$ cat src/rtl/pc_sequencer.sv
// Program-counter sequencer: steps FETCH -> EXEC -> UPDATE per instruction, handles
// branch/halt redirects, stall in UPDATE, and a bounded wait for instruction memory.
module pc_sequencer #(
    parameter logic [31:0] RESET_PC      = 32'd0,
    parameter int unsigned FETCH_TIMEOUT = 15
) (
    input  logic        clk,
    input  logic        rst,
    input  logic        start,
    input  logic        imem_valid,
    input  logic        exec_done,
    input  logic        branch_taken,
    input  logic [31:0] branch_target,
    input  logic        halt_req,
    input  logic        stall,
    output logic [31:0] pc,
    output logic        imem_rd,
    output logic        exec_en,
    output logic        busy,
    output logic        halted,
    output logic        err,
    output logic [31:0] instr_count
);

    typedef enum logic [2:0] {
        StIdle,
        StFetch,
        StExec,
        StUpdate,
        StHalt
    } state_e;

    // Last FETCH wait cycle that may still accept imem_valid before timing out.
    localparam logic [7:0] TimeoutLast = 8'(FETCH_TIMEOUT - 1);

    state_e      state_q, state_d;
    logic [31:0] pc_q, pc_d;
    logic [31:0] cnt_q, cnt_d;
    logic        err_q, err_d;
    logic [7:0]  wait_q, wait_d;
    logic        br_taken_q, br_taken_d;
    logic [31:0] br_target_q, br_target_d;
    logic        halt_q, halt_d;
    logic        imem_rd_q, imem_rd_d;
    logic        exec_en_q, exec_en_d;
    logic        busy_q, busy_d;
    logic        halted_q, halted_d;

    always_comb begin
        state_d     = state_q;
        pc_d        = pc_q;
        cnt_d       = cnt_q;
        err_d       = err_q;
        wait_d      = wait_q;
        br_taken_d  = br_taken_q;
        br_target_d = br_target_q;
        halt_d      = halt_q;

        unique case (state_q)
            StIdle: begin
                if (start) begin
                    state_d = StFetch;
                    wait_d  = 8'd0;
                end
            end
            StFetch: begin
                if (imem_valid) begin
                    state_d = StExec;
                end else if (wait_q == TimeoutLast) begin
                    state_d = StHalt;
                    err_d   = 1'b1;
                end else begin
                    wait_d = wait_q + 8'd1;
                end
            end
            StExec: begin
                if (exec_done) begin
                    br_taken_d  = branch_taken;
                    br_target_d = branch_target;
                    halt_d      = halt_req;
                    state_d     = StUpdate;
                end
            end
            StUpdate: begin
                if (!stall) begin
                    cnt_d = cnt_q + 32'd1;
                    if (halt_q) begin
                        state_d = StHalt;
                    end else begin
                        state_d = StFetch;
                        wait_d  = 8'd0;
                        pc_d    = br_taken_q ? br_target_q : pc_q + 32'd1;
                    end
                end
            end
            StHalt: begin
                state_d = StHalt;
            end
            default: begin
                state_d = StIdle;
            end
        endcase

        // Output flags follow the next state so they are registered alongside it.
        imem_rd_d = (state_d == StFetch);
        exec_en_d = (state_d == StExec);
        busy_d    = (state_d == StFetch) || (state_d == StExec) || (state_d == StUpdate);
        halted_d  = (state_d == StHalt);
    end

    always_ff @(posedge clk) begin
        if (rst) begin
            state_q     <= StIdle;
            pc_q        <= RESET_PC;
            cnt_q       <= 32'd0;
            err_q       <= 1'b0;
            wait_q      <= 8'd0;
            br_taken_q  <= 1'b0;
            br_target_q <= 32'd0;
            halt_q      <= 1'b0;
            imem_rd_q   <= 1'b0;
            exec_en_q   <= 1'b0;
            busy_q      <= 1'b0;
            halted_q    <= 1'b0;
        end else begin
            state_q     <= state_d;
            pc_q        <= pc_d;
            cnt_q       <= cnt_d;
            err_q       <= err_d;
            wait_q      <= wait_d;
            br_taken_q  <= br_taken_d;
            br_target_q <= br_target_d;
            halt_q      <= halt_d;
            imem_rd_q   <= imem_rd_d;
            exec_en_q   <= exec_en_d;
            busy_q      <= busy_d;
            halted_q    <= halted_d;
        end
    end

    assign pc          = pc_q;
    assign instr_count = cnt_q;
    assign err         = err_q;
    assign imem_rd     = imem_rd_q;
    assign exec_en     = exec_en_q;
    assign busy        = busy_q;
    assign halted      = halted_q;

endmodule
$ cat config.mk
export PLATFORM = sky130hd
export DESIGN_NAME = pc_sequencer
export DESIGN_NICKNAME = d
export VERILOG_FILES = /design/src/rtl/pc_sequencer.sv
export SDC_FILE = /design/constraint.sdc
export NUM_CORES = 1
export LEC_CHECK = 0
export ABC_AREA = 1
export ABC_CLOCK_PERIOD_IN_PS = 4250
export CORE_MARGIN = 5
export CORE_UTILIZATION = 25
export CTS_CLUSTER_DIAMETER = 60
export DETAILED_ROUTE_END_ITERATION = 6
export MAX_ROUTING_LAYER = met4
export SYNTH_ARGS = -nofsm -noshare
export SYNTH_HDL_FRONTEND = slang
export SYNTH_SLANG_ARGS = --single-unit
$ cat constraint.sdc
create_clock -name clk -period 4.25 [get_ports clk]
set_input_delay 0.6375 -clock clk [delete_from_list [all_inputs] [get_ports clk]]
set_output_delay 0.6375 -clock clk [all_outputs]
set_load 0.01 [all_outputs]
==> results of run 1 <==
## cell type report
| class | count | area [um^2] |
|---|---|---|
| fill | 2647 | 16100 |
| timing repair buffer | 112 | 1110 |
| sequential | 114 | 2280 |
| clock inverter | 14 | 158 |
| tap | 324 | 405 |
| inverter | 86 | 323 |
| clock buffer | 18 | 439 |
| multi-input combinational | 768 | 3450 |
| antenna | 4 | 10.0 |
## registers in the layout (all words and copies together) (netlist names)
name / cells
err: 1
pc: 32
imem_rd: 1
instr_count: 32
br_target_q: 32
exec_en: 1
busy: 1
halt_q: 1
wait_q: 8
halted: 1
state_q: 3
br_taken_q: 1
## cells by family after synthesis
| family | Yosys count | synth area share [%] |
|---|---|---|
| AOI/OAI and AO/OA | 169 | 14.3 |
| xor gates and xnor gates | 7 | 0.991 |
| adders and majority gates | 4 | 0.809 |
| buffers and inverters | 119 | 7.34 |
| DFF | 114 | 36.9 |
| and+or+nand+nor | 588 | 39.7 |
## power by group
group          switching [mW]  internal, mW  leakage [nW]
logic                   0.100        0.0715          1.64
registers              0.0129          1.09         0.920
clock network           0.555         0.884         0.271
## final timing paths
| kind | start | endpoint | slack (ns) | cells after the start |
|---|---|---|---|---|
| min reg2reg | err$_SDFFE_PP0P_ | err$_SDFFE_PP0P_ | 0.45 | 2 |
| max | stall | pc[14]$_SDFFE_PP0P_ | 1.85 | 7 |
| min | err$_SDFFE_PP0P_ | err$_SDFFE_PP0P_ | 0.45 | 2 |
| max reg2reg | state_q[0]$_SDFF_PP0_ | pc[14]$_SDFFE_PP0P_ | 2.06 | 7 |
## critical path, stage by stage
cell	delay (ns)
clkdlybuf4s50_1	0.50
nor2_8	0.33
nand2_4	0.30
inv_2	0.49
nand2_1	0.18
o21ai_0	0.18
nor2_1	0.07
## stage by stage
step	instance area [um^2]	util [%]	setup WS (ns)
CTS	8160	33.6	1.86
global placement	7570	31.1	1.45
floorplan	6190	-	2.70
finish	8170	33.6	1.85
detailed placement	7570	31.1	1.43
global route	8170	33.6	1.69
## synthesized netlist by cell type, types with 4 or more instances
cell type	count	area, um^2
a21oi_1	83	415
nand2_1	307	1150
nand3_1	35	175
nor2_2	4	25.0
a31oi_1	5	31.3
a211oi_1	4	30.0
o21a_1	4	30.0
o21ai_0	69	345
inv_1	81	304
nor2_1	195	732
nor3_1	9	45.0
nor2_4	5	56.3
buf_2	6	30.0
dfxtp_1	114	2280
clkbuf_1	24	90.1
nand3b_1	10	75.1
inv_2	5	18.8
nand4_1	9	56.3
xor2_1	4	35.0
ha_1	4	50.1
nand2_2	4	25.0
## metal layers
metal	track usage, %	wire length [um]	vias up
met2	23.9	9330	161
met1	18.7	9210	2971
met3	4.10	1230	10
met5	-	0	-
met4	2.86	140	0
li1	-	-	3393
==> key figures, run 1 <==
Status
  – Status: finished, final reports clean

Layout
  – Share of layout cells above drive strength 1: 5.76%
  – Non-Filler Instances: roughly 1,400
  – Most frequent cells in the layout: 307 x nand2_1, 195 x nor2_1, 114 x dfxtp_1, 107 x clkdlybuf4s50_1, 83 x a21oi_1
  – Most common cell after layout, fill and taps aside: nand2_1
  – Final net count: 1,143
  – P&R area growth vs syn: 32.1%

Synthesis
  – Avg Cell Area, Syn: 6.18 um^2
  – Sequential share of the synthesized area: 36.9%
  – Number of synthesized flops with an enable pin: 0
  – YS warnings: 0
  – Yosys cell types: 35
  – Mapped Area: a little over 6000 um^2
  – Cells after synthesis: 1,001
  – Syn_nets: between 1,000 and 1,500
  – Post-synth top flop: dfxtp_1
  – Synthesized flop and latch total: between 100 and 150
  – Fraction of registers with async set or reset after synthesis: 0%

Drt
  – Routed len/inst: 13.8 um
  – Detailed-route DRC error count: 0
  – Post-route ant nets: 0
  – Total routed wirelength: 19.9 mm
  – Via count: 6,535
  – First-pass DRT Iterations: 5
  – Initial drt markers: around 450
  – Routed vias/inst: 4.54

Place
  – Hpwl dp: 14.5 mm
  – DP Cell Count: 1,404
  – PortBufs: between 100 and 150
  – Routability cong.: roughly 0.9

Global route
  – Initial antenna violation count: 4
  – First-pass GRT wire length: approximately 33 mm
  – GRT Total Usage: 14.8%
  – Vias in the first global route: 6,307
  – Largest net degree at the start of global routing: 52
  – Overflow after GRT: 0

STA
  – Rel. slew slack: a little under half
  – # setup viols final: 0
  – Post-Route Skew: about 0.0082 ns
  – Fin crit period: 2.40 ns
  – Max Freq: 417 MHz
  – Count of final hold-check violations: 0
  – Worst slew pin tran: 0.822 ns
  – Hold_ws: 0.452 ns
  – Max Slew Vio Count: 0
  – Setup TNS: 0 ns
  – RSZ-0062 raised after global routing: false
  – Final period util: 56.4%

Clocking
  – Post-CTS sizing: 0
  – CTS tree: yes
  – Postcts setup bufs: 0
  – CTS sink count: 114
  – Htree depth: 4
  – Root Buffer: clkbuf_16
  – Post-cts hold buffer count: 0
  – Cts bufs inserted: 17
  – Clock transition at the registers of the reported paths: 0.06 ns
  – Clock Path Buffers: 2
  – Worst-Skew Late Latency: 0.42 ns

Worst setup path
  – Crit-path max FO: 33
  – Crit. End Element: register
  – Arrival time worst endpoint: 2.71 ns
  – Startpoint class of the critical path: input pin
  – Crit path kind: input pin to register
  – Required @ worst endpoint: 4.56 ns

Die
  – Die X: about 170 um
  – Initial Util: about a quarter
  – Die span in y: approximately 170 um
  – I/O pins: 109
  – Full die area: 28,000 um^2
  – FP Rows: 57
  – Placeable core region: 24,300 um^2

Hold path
  – Hold Path Class: register to register

Run
  – MaxCap Viol Count: 0

Pwr
  – Peak supply drop: around 0.20 mV
  – Pwr Total: about 2.7 mW
  – PwrDens: 332 nW/um^2
  – LEAKAGE: roughly 2.8 nW
Power figures use the tool's default switching activity.
==> run 2, diff against run 1 <==
--- a/config.mk
+++ b/config.mk
@@ -6,7 +6,7 @@
 export NUM_CORES = 1
 export LEC_CHECK = 0
 export ABC_AREA = 1
-export ABC_CLOCK_PERIOD_IN_PS = 4250
+export ABC_CLOCK_PERIOD_IN_PS = 2029
 export CORE_MARGIN = 5
 export CORE_UTILIZATION = 25
 export CTS_CLUSTER_DIAMETER = 60
==> constraint.sdc (replaced) <==
create_clock -name clk -period 2.03 [get_ports clk]
set_input_delay 0.3045 -clock clk [delete_from_list [all_inputs] [get_ports clk]]
set_output_delay 0.3045 -clock clk [all_outputs]
set_load 0.01 [all_outputs]
==> key figures, run 2 (same netlist as run 1, synthesis figures left out) <==
Global route
  – First-pass GRT wire length: ~32 mm
  – Overflow after GRT: 0
  – Vias in the first global route: 6,335
  – Initial antenna violation count: 4
  – GRT Total Usage: 14.5%
  – Largest net degree at the start of global routing: 52

Drt
  – Routed vias/inst: 4.52
  – Via count: between 6,000 and 7,000
  – First-pass DRT Iterations: 5
  – Total routed wirelength: 20.1 mm
  – Post-route ant nets: 0
  – Routed len/inst: 13.8 um
  – Detailed-route DRC error count: 0
  – Initial drt markers: 488

Layout
  – Design Area, Final: 8320 um^2
  – Most frequent cells in the layout: 307 x nand2_1, 195 x nor2_1, 114 x dfxtp_1, 107 x clkdlybuf4s50_1, 83 x a21oi_1
  – P&R area growth vs syn: 34.4%
  – Most common cell after layout, fill and taps aside: nand2_1
  – Final net count: 1,160
  – Share of layout cells above drive strength 1: 7.17%

Place
  – PortBufs: 108
  – Hpwl dp: 14.9 mm
  – DP Area: 7720 um^2
  – Routability cong.: roughly 0.88

Worst setup path
  – Arrival time worst endpoint: between 2 and 2.5 ns
  – Cell mode on critical path: nor2_1
  – CP cell instances: ha_1, inv_1, nor2_1, nand4_1, nor2_1, nand3_1, o21ai_0, nor2_1
  – Slowest-stage cell, CP: dfxtp_1
  – Critical Path Max Stage Delay: between 0.4 and 0.5 ns
  – Crit-path max FO: 4
  – Required @ worst endpoint: 2.34 ns
  – Crit. End Element: register
  – Startpoint class of the critical path: register
  – Crit path kind: register to register

Clocking
  – CTS tree: yes
  – Root Buffer: clkbuf_16
  – Postcts setup bufs: 0
  – Post-cts hold buffer count: 0
  – Cts bufs inserted: 17
  – Clock transition at the registers of the reported paths: 0.06 ns
  – CTS sink count: 114
  – Worst-Skew Late Latency: 0.41 ns
  – Post-CTS sizing: 0
  – Clock Path Buffers: 2
  – Htree depth: 4

Pwr
  – LEAKAGE: 2.93 nW
  – Peak supply drop: 0.406 mV
  – PwrDens: 681 nW/um^2

Die
  – I/O pins: between 100 and 150
  – FP Rows: 57
  – Full die area: 28,000 um^2
  – Placeable core region: 24,300 um^2
  – Die span in y: 167 um
  – Die X: between 150 and 200 um
  – Initial Util: 25.4%

Run
  – MaxCap Viol Count: 0

Status
  – Status: finished, final reports clean

STA
  – Setup TNS: 0 ns
  – Fin crit period: 1.80 ns
  – RSZ-0062 raised after global routing: false
  – # setup viols final: 0
  – Worst slew pin tran: 0.625 ns
  – Rel. slew slack: 58.4%
  – Max Slew Vio Count: 0
  – Max Freq: 554 MHz
  – Final period util: 88.9%
  – Post-Route Skew: 0.00900 ns
  – Count of final hold-check violations: 0

Hold path
  – Hold Path Class: register to register
==> run 2: cell count changes in the layout (fill, tap and decap cells not counted), sizes merged <==
| cell | delta |
|---|---|
| buf | +17 |
| clkinv | +2 |
| clkbuf | -1 |
| inv | -1 |
==> run 2: path summary, 6_finish.rpt <==
check | startpoint | to | slack, ns | cells past startpoint
worst max-delay path | instr_count[1]$_SDFFE_PP0P_ | instr_count[28]$_SDFFE_PP0P_ | 0.23 | 8
worst min-delay path | err$_SDFFE_PP0P_ | err$_SDFFE_PP0P_ | 0.45 | 2
worst max register to register | instr_count[1]$_SDFFE_PP0P_ | instr_count[28]$_SDFFE_PP0P_ | 0.23 | 8
worst min register to register | err$_SDFFE_PP0P_ | err$_SDFFE_PP0P_ | 0.45 | 2
==> run 2: area by class of cell <==
type / count / area [um^2]
sequential: 114 / 2280
inverter: 86 / 323
clock buffer: 17 / 425
clock inverter: 15 / 163
timing repair buffer: 129 / 1260
multi-input combinational: 768 / 3450
tap: 324 / 405
fill: 2610 / 16000
antenna: 4 / 10.0
==> run 2: metrics by stage <==
| stage | power (mW) | hold slack, ns | setup slack (ns) | std cells | util, % |
|---|---|---|---|---|---|
| after global routing | 5.89 | 0.489 | 0.0766 | 1457 | 34.2 |
| after detailed placement | 2.73 | 0.448 | 0.0766 | 1421 | 31.7 |
| after CTS | 5.74 | 0.459 | 0.211 | 1453 | 34.2 |
| after global placement | 2.73 | 0.441 | 0.0843 | 1421 | 31.7 |
| after floorplan | 2.56 | 0.429 | 0.485 | 1001 | - |
| final | 5.67 | 0.452 | 0.225 | 1457 | 34.2 |
==> run 2: report_power, final <==
part	switching [mW]	total, mW	internal (mW)
registers	0.0235	2.31	2.28
clock network	1.18	2.99	1.81
logic	0.215	0.374	0.159
==> run 2: per-layer routing <==
metal	share of wire, %	GRT usage, %	up-vias
li1	-	-	3428
met1	46	17.9	2981
met2	47	23.8	163
met3	6.1	3.89	12
met4	0.93	3.32	0
met5	0	-	-
==> run 2: critical path: cells and delay by family, from the launching register on <==
kind | cells | cell delay, ns
AO/OA/AOI/OAI | 1 | 0.18
AND/OR/NAND/NOR | 5 | 0.79
flip-flops | 1 | 0.41
adder cells (fa/ha/maj) | 1 | 0.23
buffers and inverters | 1 | 0.08
